File: src/rtl/plab4_net_domain_slot_sched.sv
// rtl/plab4_net_domain_slot_sched.sv - time-division domain slot scheduler and terminal injection gate
// Optional turnaround (dead) slots: define PLAB4_NET_DOMAIN_SCHED_DEAD_EN.
module plab4_net_domain_slot_sched #(
    parameter int p_msg_nbits   = 41,
    parameter int p_slot_cycles = 8,
    parameter int p_dead_cycles = 2,
    parameter int p_budget      = 4,
    parameter int p_cnt_nbits   = 4
) (
    input  logic                   clk,
    input  logic                   reset,
    output logic                   domain0,
    output logic                   domain1,
    input  logic                   src_val_d0,
    output logic                   src_rdy_d0,
    input  logic [p_msg_nbits-1:0] src_msg_d0,
    input  logic                   src_val_d1,
    output logic                   src_rdy_d1,
    input  logic [p_msg_nbits-1:0] src_msg_d1,
    output logic                   ter_val_d0,
    input  logic                   ter_rdy_d0,
    output logic [p_msg_nbits-1:0] ter_msg_d0,
    output logic                   ter_val_d1,
    input  logic                   ter_rdy_d1,
    output logic [p_msg_nbits-1:0] ter_msg_d1,
    output logic [7:0]             slot_epoch
);

    localparam logic [p_cnt_nbits-1:0] SLOT_LAST = p_cnt_nbits'(p_slot_cycles - 1);
    localparam logic [p_cnt_nbits-1:0] BUDGET    = p_cnt_nbits'(p_budget);

    generate
        if (p_slot_cycles < 1 || p_dead_cycles < 1 || p_budget < 1 ||
            p_slot_cycles >= (1 << p_cnt_nbits) || p_dead_cycles >= (1 << p_cnt_nbits) ||
            p_budget >= (1 << p_cnt_nbits)) begin : g_bad_params
            $error("plab4_net_domain_slot_sched: illegal parameter combination");
        end
    endgenerate

`ifdef PLAB4_NET_DOMAIN_SCHED_DEAD_EN
    localparam logic [p_cnt_nbits-1:0] DEAD_LAST = p_cnt_nbits'(p_dead_cycles - 1);
    typedef enum logic [1:0] {S_D0, S_DEAD0, S_D1, S_DEAD1} state_t;
`else
    typedef enum logic [0:0] {S_D0, S_D1} state_t;
`endif

    state_t                 state;
    state_t                 state_next;
    logic [p_cnt_nbits-1:0] slot_cnt;
    logic [p_cnt_nbits-1:0] inj_0;
    logic [p_cnt_nbits-1:0] inj_1;
    logic                   epoch_inc;
    logic                   enter_d0;
    logic                   enter_d1;
    logic                   gate_0;
    logic                   gate_1;
    logic                   fire_0;
    logic                   fire_1;

    always_ff @(posedge clk or negedge reset) begin
        if (!reset) begin
            state      <= S_D0;
            slot_cnt   <= '0;
            slot_epoch <= '0;
        end else begin
            state <= state_next;
            if (state_next != state) slot_cnt <= '0;
            else                     slot_cnt <= slot_cnt + 1'b1;
            if (epoch_inc) slot_epoch <= slot_epoch + 8'd1;
        end
    end

    always_comb begin
        state_next = state;
        epoch_inc  = 1'b0;
        case (state)
`ifdef PLAB4_NET_DOMAIN_SCHED_DEAD_EN
            S_D0:    if (slot_cnt == SLOT_LAST) state_next = S_DEAD0;
            S_DEAD0: if (slot_cnt == DEAD_LAST) state_next = S_D1;
            S_D1: begin
                if (slot_cnt == SLOT_LAST) begin
                    state_next = S_DEAD1;
                    epoch_inc  = 1'b1;
                end
            end
            S_DEAD1: if (slot_cnt == DEAD_LAST) state_next = S_D0;
`else
            S_D0:    if (slot_cnt == SLOT_LAST) state_next = S_D1;
            S_D1: begin
                if (slot_cnt == SLOT_LAST) begin
                    state_next = S_D0;
                    epoch_inc  = 1'b1;
                end
            end
`endif
            default: state_next = S_D0;
        endcase
    end

    assign domain0 = (state == S_D0);
    assign domain1 = (state == S_D1);

    assign enter_d0 = (state_next == S_D0) && (state != S_D0);
    assign enter_d1 = (state_next == S_D1) && (state != S_D1);

    // Gate also drops while reset is held so nothing leaks out during reset.
    assign gate_0 = domain0 && (inj_0 < BUDGET) && reset;
    assign gate_1 = domain1 && (inj_1 < BUDGET) && reset;

    assign ter_val_d0 = src_val_d0 & gate_0;
    assign src_rdy_d0 = ter_rdy_d0 & gate_0;
    assign ter_msg_d0 = src_msg_d0;
    assign ter_val_d1 = src_val_d1 & gate_1;
    assign src_rdy_d1 = ter_rdy_d1 & gate_1;
    assign ter_msg_d1 = src_msg_d1;

    assign fire_0 = src_val_d0 & src_rdy_d0;
    assign fire_1 = src_val_d1 & src_rdy_d1;

    always_ff @(posedge clk or negedge reset) begin
        if (!reset) begin
            inj_0 <= '0;
            inj_1 <= '0;
        end else begin
            if (enter_d0)                        inj_0 <= '0;
            else if (fire_0 && inj_0 != BUDGET)  inj_0 <= inj_0 + 1'b1;
            if (enter_d1)                        inj_1 <= '0;
            else if (fire_1 && inj_1 != BUDGET)  inj_1 <= inj_1 + 1'b1;
        end
    end

endmodule

File: config.mk
export PLATFORM = sky130hd
export DESIGN_NAME = plab4_net_domain_slot_sched
export DESIGN_NICKNAME = d
export VERILOG_FILES = /design/src/rtl/plab4_net_domain_slot_sched.sv
export SDC_FILE = /design/constraint.sdc
export NUM_CORES = 1
export LEC_CHECK = 0
export CAP_MARGIN = 15
export CORE_AREA = 3 3 70 72
export DETAILED_ROUTE_END_ITERATION = 12
export DIE_AREA = 0 0 73 75
export DONT_BUFFER_PORTS = 1
export GPL_TIMING_DRIVEN = 0
export PLACE_DENSITY = 0.55
export SKIP_LAST_GASP = 1
export SLEW_MARGIN = 30
export SYNTH_ARGS = -nofsm -noshare
export SYNTH_HDL_FRONTEND = slang
export SYNTH_SLANG_ARGS = --single-unit
File: constraint.sdc
create_clock -name clk -period 2.25 [get_ports clk]
set_input_delay 0.45 -clock clk [delete_from_list [all_inputs] [get_ports clk]]
set_output_delay 0.45 -clock clk [all_outputs]
set_load 0.005 [all_outputs]
# ---- Word-level counts from Yosys, hierarchy flattened
# Cells that the tools add are included.
dict set report totals {
  reg_bits 21
  in_bits 88
  output_inout_bits 96
  elab_cells 42
}
dict set report classes {
  n_addsub 4
  magnitude_cmp 2
  n_eq_ne 4
  mux 9
  bitwise_logic 8
  n_reduce_logical 10
}
# cell n
set ops {}
lappend ops {{2-to-1 mux 4 bit} 5}
lappend ops {{adder 4 x 1 -> 4 bit (second input constant)} 3}
lappend ops {{adder 8 x 1 -> 8 bit (second input constant)} 1}
lappend ops {{logical AND 1 bit} 8}
lappend ops {{less-than comparator 4 x 3 -> 1 bit (second input constant)} 2}
lappend ops {{!= test 4 x 3 -> 1 bit (second input constant)} 2}
lappend ops {{AND 1 bit} 6}
lappend ops {{== test 4 x 3 -> 1 bit (second input constant)} 1}
lappend ops {{nonzero test 2 bit} 2}
lappend ops {{2-to-1 mux 1 bit} 3}
lappend ops {{NOT 1 bit} 2}
lappend ops {{one-hot mux 1 bit (2 select lines)} 1}
lappend ops {{!= test 1 bit} 1}

# ---- Depth between registers and ports, before layout
# Gate-level depths: netlist of the first run.
dict set report depth {
  depth_word 8
  depth_mapped 7
  depth_no_buf 7
}

# ---- Least setup slack after synthesis of the first run
# No wires, ideal clock.
dict set report synth_path {
  path_type {flip-flop to flip-flop}
  start {reg slot_cnt[0]}
  end {reg slot_epoch[7]}
  setup_time_ns 0.079
  arrival_time_ns 1.424
  t_required_ns 2.171
  setup_slack_ns 0.747
  stages_incl_launch_ff 8
  path_buffers 0
  period_less_slack_ns 1.503
  path_cell_list {dfrtp_1 ha_1 nand2_1 nor2_1 ha_1 nand4_1 nor3_1 xor2_1}
}
dict set report synth_between {
  elab_chain_cells 3
}
# item line_no
set synth_lines {}
lappend synth_lines {{from (decl)} 49} ;# logic [p_cnt_nbits-1:0] slot_cnt;
lappend synth_lines {{from (signal assigned)} 68} ;# else slot_cnt <= slot_cnt + 1'b1;
lappend synth_lines {{== test 4 x 3 -> 1 bit} 90} ;# if (slot_cnt == SLOT_LAST) begin
lappend synth_lines {{2-to-1 mux 1 bit} 90}
lappend synth_lines {{2-to-1 mux 1 bit} 76} ;# case (state)
lappend synth_lines {{via epoch_inc} 52} ;# logic epoch_inc;
lappend synth_lines {{to (signal assigned)} 69} ;# if (epoch_inc) slot_epoch <= slot_epoch + 8'd1;
lappend synth_lines {{to (decl)} 26} ;# output logic [7:0] slot_epoch
# The timed path passes the listed nets, and every way through them passes these cells.
# A chain may end at the register's enable or synchronous reset.

# ---- Final worst setup path of the first run
dict set report layout_path {
  start {reg state, in the netlist domain1}
  end {out src_rdy_d0}
}
dict set report layout_between {
  elab_chain_cells 4
}
# item line_no
set layout_lines {}
lappend layout_lines {{from (decl)} 47} ;# state_t state;
lappend layout_lines {{from (signal assigned)} 66} ;# state <= state_next;
lappend layout_lines {{NOT 1 bit} 100} ;# assign domain0 = (state == S_D0);
lappend layout_lines {{logical AND 1 bit (2 in a row)} 107} ;# assign gate_0 = domain0 && (inj_0 < BUDGET) && reset;
lappend layout_lines {{AND 1 bit} 111} ;# assign src_rdy_d0 = ter_rdy_d0 & gate_0;
lappend layout_lines {{to (decl)} 15} ;# output logic src_rdy_d0,
# No other way between the ends.

==> flow_metrics.tcl, run 1 <==
set metrics [dict create \
    status "complete, no violations" \
    synth_area_leaders "buf_4 38%, dfrtp_1 32%, ha_1 6.1%" \
    core_sq_um 4354 \
    combPwrFrac_pct 20.9 \
    grt_pass1_vias 1033 \
    setup_violations 0 \
    synth_cell_types 23 \
    grt.overflow.total 0 \
    p_leak_nw 0.9420 \
    seq_area_frac_synth_pct 32.26 \
    first_pass_iters 5 \
    place_congestion 0.7230 \
    dr_wl_met2_mm 2.263 \
    postRouteAntennaNets 0 \
    finalHoldWorstSlack_ps 128.3 \
    syn_area_sq_um 1629 \
    cts_tree "yes" \
    cp.required_ps 1800 \
    rsz0062_at_grt "no" \
    switchingPower_mw 0.1866 \
    seq_power_share_pct 48.7 \
    syn2layout_area_growth_pct 7.143 \
    numPortBuffers 0 \
    clkTransAtPathRegs_ps 80 \
    antenna_found_initial 0 \
    synth-xor-area-share_pct 4.839 \
    via_per_inst 4.596 \
    max-vdd-ir-drop_mv 0.3822 \
    initial_core_util_pct 37.41 \
    max_freq_mhz 553.4 \
    cts_num_sinks 21 \
    synth_top_cell_by_area "buf_4" \
    p_per_area_nw_per_um2 459.4 \
    worstPathMaxFanout 6 \
    clock_path_buffers 2 \
    synth_nets 267 \
    synth.area.mux_share_pct 2.074 \
    synthSimpleGateAreaFrac_pct 12.21 \
    htreeDepth 1 \
    n_antenna_cell 0 \
    finalCriticalPeriod_ps 1807 \
    clockRootBuffer "clkbuf_8" \
    tightest_slew_ps 456.9 \
    synth-adder-area-share_pct 6.144 \
    num_io_pins 184 \
    drive_gt1_share_pct 53.41 \
    timing.final.crit_share_pct 80.32 \
    wl_per_cell_um 17.27 \
    netlist_instances 171 \
    cts_resized 0 \
    die-width_um 73 \
    drtIter0Drc 11 \
    dieHeight_um 75 \
    startpoint_type "flip-flop" \
    drv_slew 0 \
    nNetsFinal 273 \
    avgSynthCellArea_sq_um 9.527 \
    fin_area_sq_um 1745 \
    dr_total_vias 1048 \
    clkPwrFrac_pct 30.4 \
    setup-tns-final_ps 0 \
    cp.arrival_ps 1360 \
    grt_pass1_wl_mm 5.133 \
    slew_headroom_pct 69.54 \
    hold_violations 0 \
    dpl.hpwl_mm 3.421 \
    die-area_sq_um 5475 \
    swShare_pct 23.27 \
    synth-seq-cells 21 \
    synth_compound_area_share_pct 2.765 \
    fin_skew_ps 4.307 \
    wl_met1_mm 1.131 \
    top_layer "met4" \
    clock_latency_ps 260 \
    place_area_sq_um 1694 \
    synth_top_family_by_area "buffers and inverters" \
    drc 0 \
    wl_met3_um 529 \
    grt_max_degree 22 \
    drv_cap 0 \
    grtUsageTotal_pct 12.36 \
    routed_wl_mm 3.938 \
    hp-class "input port to asynchronous set/reset pin" \
    end_kind "output pin" \
    critPathKind "flip-flop to output pin" \
    internal-power_mw 0.6153 \
    ys.warnings.count 0 \
    cts_buffers 3 \
    rows 24 \
    synth_top_area_share_pct 37.79 \
]
==> path summary, 6_finish.rpt <==
path | from | end | slack [ps] | cells past startpoint
min in group clk | src_val_d0 | inj_0[1] | 350 | 2
hold reg to reg | slot_cnt[0] | slot_cnt[0] | 470 | 1
hold / removal | reset | slot_cnt[2] | 130 | 1
max in group asynchronous | reset | domain1 | 1810 | 1
setup / recovery | domain1 | src_rdy_d0 | 440 | 2
setup reg to reg | slot_cnt[0] | slot_epoch[4] | 520 | 7
==> timing repair <==
item,in CTS,in global routing
endpoints found under the hold margin,21,0
hold buffers,1,0
setup buffers,0,0
==> through the flow <==
stage | utilization [%] | setup slack [ps] | instances | power, mW
after floorplan | - | 746.9 | 171 | 0.5409
after global placement | 38.91 | 567.9 | 223 | 0.5611
after detailed placement | 38.91 | 522.3 | 223 | 0.5626
after CTS | 40.20 | 415.5 | 228 | 0.8199
after global routing | 40.09 | 328.5 | 228 | 0.8551
final | 40.09 | 442.9 | 228 | 0.8019
==> Yosys cell counts <==
cell type and count:
a21oi_1 2, a31o_2 2, a41oi_1 2, and2_1 4, and3_1 2, and4bb_4 1
buf_2 1, buf_4 82, clkbuf_1 1, dfrtp_1 21, ha_1 8, inv_1 6
mux2_1 1, mux2_2 2, nand2_1 5, nand3_1 1, nand4_1 5, nor2_1 9
nor2b_1 2, nor3_1 4, nor4b_4 1, xnor2_1 4, xor2_1 5
==> flip-flops by register name (all words and copies together), names as in the netlist <==
signal      count
slot_epoch      8
inj_0           4
inj_1           4
slot_cnt        4
domain1         1
==> layout make-up <==
| cell class | count | area (sq um) |
|---|---|---|
| Tap cell | 52 | 65.06 |
| Buffer | 84 | 624.3 |
| Clock inverter | 1 | 5.005 |
| Multi-Input combinational cell | 60 | 456.7 |
| Fill cell | 425 | 2609 |
| Sequential cell | 21 | 525.5 |
| Inverter | 6 | 22.52 |
| Timing Repair Buffer | 1 | 5.005 |
| Clock buffer | 3 | 41.29 |
==> power groups by stage <==
stage	logic (mW)	registers (mW)	clock network, mW
after floorplan	0.144	0.397	0
after global placement	0.164	0.397	0
after detailed placement	0.165	0.398	0
after CTS	0.173	0.390	0.256
after global routing	0.185	0.392	0.278
final	0.168	0.390	0.244
==> cell families (layout without fill, tap and decap cells) <==
| group | Yosys count | after routing |
|---|---|---|
| buf+inv | 90 | 95 |
| compound gates | 6 | 6 |
| flops | 21 | 21 |
| mux | 3 | 3 |
| simple gates | 34 | 34 |
| fa+ha+maj | 8 | 8 |
| xor+xnor | 9 | 9 |
==> metal layers <==
metal,GRT usage (%),up-vias
met1,12.01,482
li1,-,475
met4,1.844,0
met2,24.33,89
met5,0,-
met3,5.474,2
==> worst max-delay path, stage by stage (launching register included) <==
cell and delay (ps):
dfrtp_1 480, nor4b_4 400, and2_1 220
==> cells in the final DEF, fill, tap and decap left out <==
master     n
a21oi_1    2
a31o_2     2
a41oi_1    2
and2_1     4
and3_1     2
and4bb_4   1
buf_2      2
buf_4     82
clkbuf_1   1
clkbuf_8   3
clkinv_2   1
dfrtp_1   21
ha_1       8
inv_1      6
mux2_1     1
mux2_2     2
nand2_1    5
nand3_1    1
nand4_1    5
nor2_1     9
nor2b_1    2
nor3_1     4
nor4b_4    1
xnor2_1    4
xor2_1     5
(Power assumes the default switching activity.)
==> inputs of run 2 (changes only) <==
- clock period: 2.25 -> 1.7 ns (I/O delays scaled with it)
==> run 2 against run 1 <==
Against the previous run:
- first-iteration DRC count rose by 73%
- sequential share of layout area fell by 0.61 points
- worst setup slack got worse by 370 ps
- total power rose by 33%
- core utilization rose by 0.92 points
- clock skew about the same
- critical path type unchanged
- critical path depth is the same
- register-to-register slack lost 410 ps
==> flow_metrics.tcl, run 2 (same netlist as run 1, synthesis figures left out) <==
set metrics [dict create \
    status "complete, no violations" \
    n_antenna_cell 0 \
    grt_max_degree 22 \
    drv_cap 0 \
    grtUsageTotal_pct 12.36 \
    setup_violations 0 \
    total_power_mw 1.066 \
    finalCriticalPeriod_ps 1631 \
    clock_latency_ps 260 \
    r2r_end "inj_0[0]" \
    dpl.hpwl_mm 3.421 \
    p_leak_nw 0.9583 \
    regMostFlops "slot_epoch" \
    end_kind "output pin" \
    place_congestion 0.7230 \
    global_route.usage.met1_pct 12.01 \
    hold_violations 0 \
    clkTransAtPathRegs_ps 80 \
    timing.final.crit_share_pct 95.96 \
    fin_skew_ps 4.240 \
    startpoint_type "flip-flop" \
    p_per_area_nw_per_um2 597.0 \
    reg2reg_depth 4 \
    max_freq_mhz 613.0 \
    drc 0 \
    via_per_inst 4.545 \
    cp.arrival_ps 1290 \
    drtIter0Drc 19 \
    fin_util_pct 41.01 \
    fin_area_sq_um 1785 \
    hp-class "input port to asynchronous set/reset pin" \
    grt_pass1_vias 1034 \
    core_sq_um 4354 \
    r2r_setup_slack_ps 110 \
    wl_per_cell_um 17.19 \
    worstPathMaxFanout 5 \
    layout.area.seq_sq_um 526.8 \
    drv_slew 0 \
    gr-usage-met3_pct 5.474 \
    place_area_sq_um 1694 \
    dieHeight_um 75 \
    cp.required_ps 1360 \
    drive_gt1_share_pct 56.98 \
    cts_buffers 3 \
    multi_input_area_sq_um 466.7 \
    max-vdd-ir-drop_mv 0.5062 \
    initial_core_util_pct 37.41 \
    antenna_found_initial 0 \
    dp.cells 223 \
    htreeDepth 1 \
    grt-busiest-layer "met2" \
    layout_common_cells "87 x buf_4, 20 x dfrtp_1, 9 x nor2_1" \
    clockRootBuffer "clkbuf_8" \
    tightest_slew_ps 456.5 \
    largest_register_ffs 8 \
    rows 24 \
    grt_pass1_wl_mm 5.133 \
    grt.overflow.total 0 \
    final_common_cell "buf_4" \
    clock_path_buffers 2 \
    numPortBuffers 0 \
    rsz0062_at_grt "yes" \
    cts_num_sinks 21 \
    nNetsFinal 276 \
    dr_total_vias 1050 \
    fillers 423 \
    syn2layout_area_growth_pct 9.600 \
    num_io_pins 184 \
    finalNonFillerCells 231 \
    routed_wl_mm 3.971 \
    postRouteAntennaNets 0 \
    cts_tree "yes" \
    die-area_sq_um 5475 \
    die-width_um 73 \
    slew_headroom_pct 69.57 \
    reg2reg_from "domain1" \
    use_met2_pct 24.33 \
    first_pass_iters 4 \
    critPathKind "flip-flop to output pin" \
]
==> run 2: cell count changes in the layout (fill, tap and decap cells not counted), sizes merged <==
| cell | before | now |
|---|---|---|
| clkbuf | 4 | 3 |
| buf | 84 | 88 |
==> run 2: routing by layer <==
metal / part of all wire [%] / up-vias
met2: 58 / 89
met5: 0 / -
met1: 29 / 480
met4: 0.35 / 0
li1: - / 479
met3: 13 / 2
==> run 2: stage by stage <==
step                      hold slack [ps]  setup WS (ps)  setup TNS, ps
after CTS                           232.8         -26.00         -58.31
after floorplan                     44.41          196.9              0
after global routing                44.65         -22.85         -25.13
final                               17.85          68.66              0
after global placement              45.07          17.89              0
after detailed placement            45.13         -27.65         -43.95
==> run 2: power by group <==
part	internal [mW]	leakage (nW)	switching, mW
combinational	0.145	0.659	0.0810
sequential	0.510	0.274	0.00698
clock	0.163	0.0255	0.160
==> run 2: what timing repair did <==
action / in CTS / in global routing
pin swaps: 1 / 2
resized for setup: 0 / 6
hold buffers: 1 / 0
hold endpoints to repair: 21 / 0
endpoints found under the setup margin: 5 / 9
setup buffers: 0 / 4
==> run 2: how the worst max path moves through the flow <==
stage	startpoint	endpoint	slack [ps]	cells after the start
final	domain1	src_rdy_d0	70	2
after global routing	slot_cnt[0]	slot_epoch[7]	-20	7
after CTS	slot_cnt[0]	slot_epoch[7]	-30	7
after detailed placement	slot_cnt[0]	slot_epoch[7]	-30	7
after global placement	slot_cnt[0]	slot_epoch[7]	20	7
after floorplan	slot_cnt[0]	slot_epoch[7]	200	7
==> run 2: critical path: stages (launching register included) <==
cell,delay (ps)
dfrtp_2,470
nor4b_4,360
and2_4,200
==> run 2: layout make-up <==
cell class	instances	area share, %
Tap cell	52	3.644
Clock inverter	1	0.2803
Multi-Input combinational cell	60	26.14
Clock buffer	3	2.313
Timing Repair Buffer	5	1.962
Buffer	83	34.90
Sequential cell	21	29.50
Inverter	6	1.261
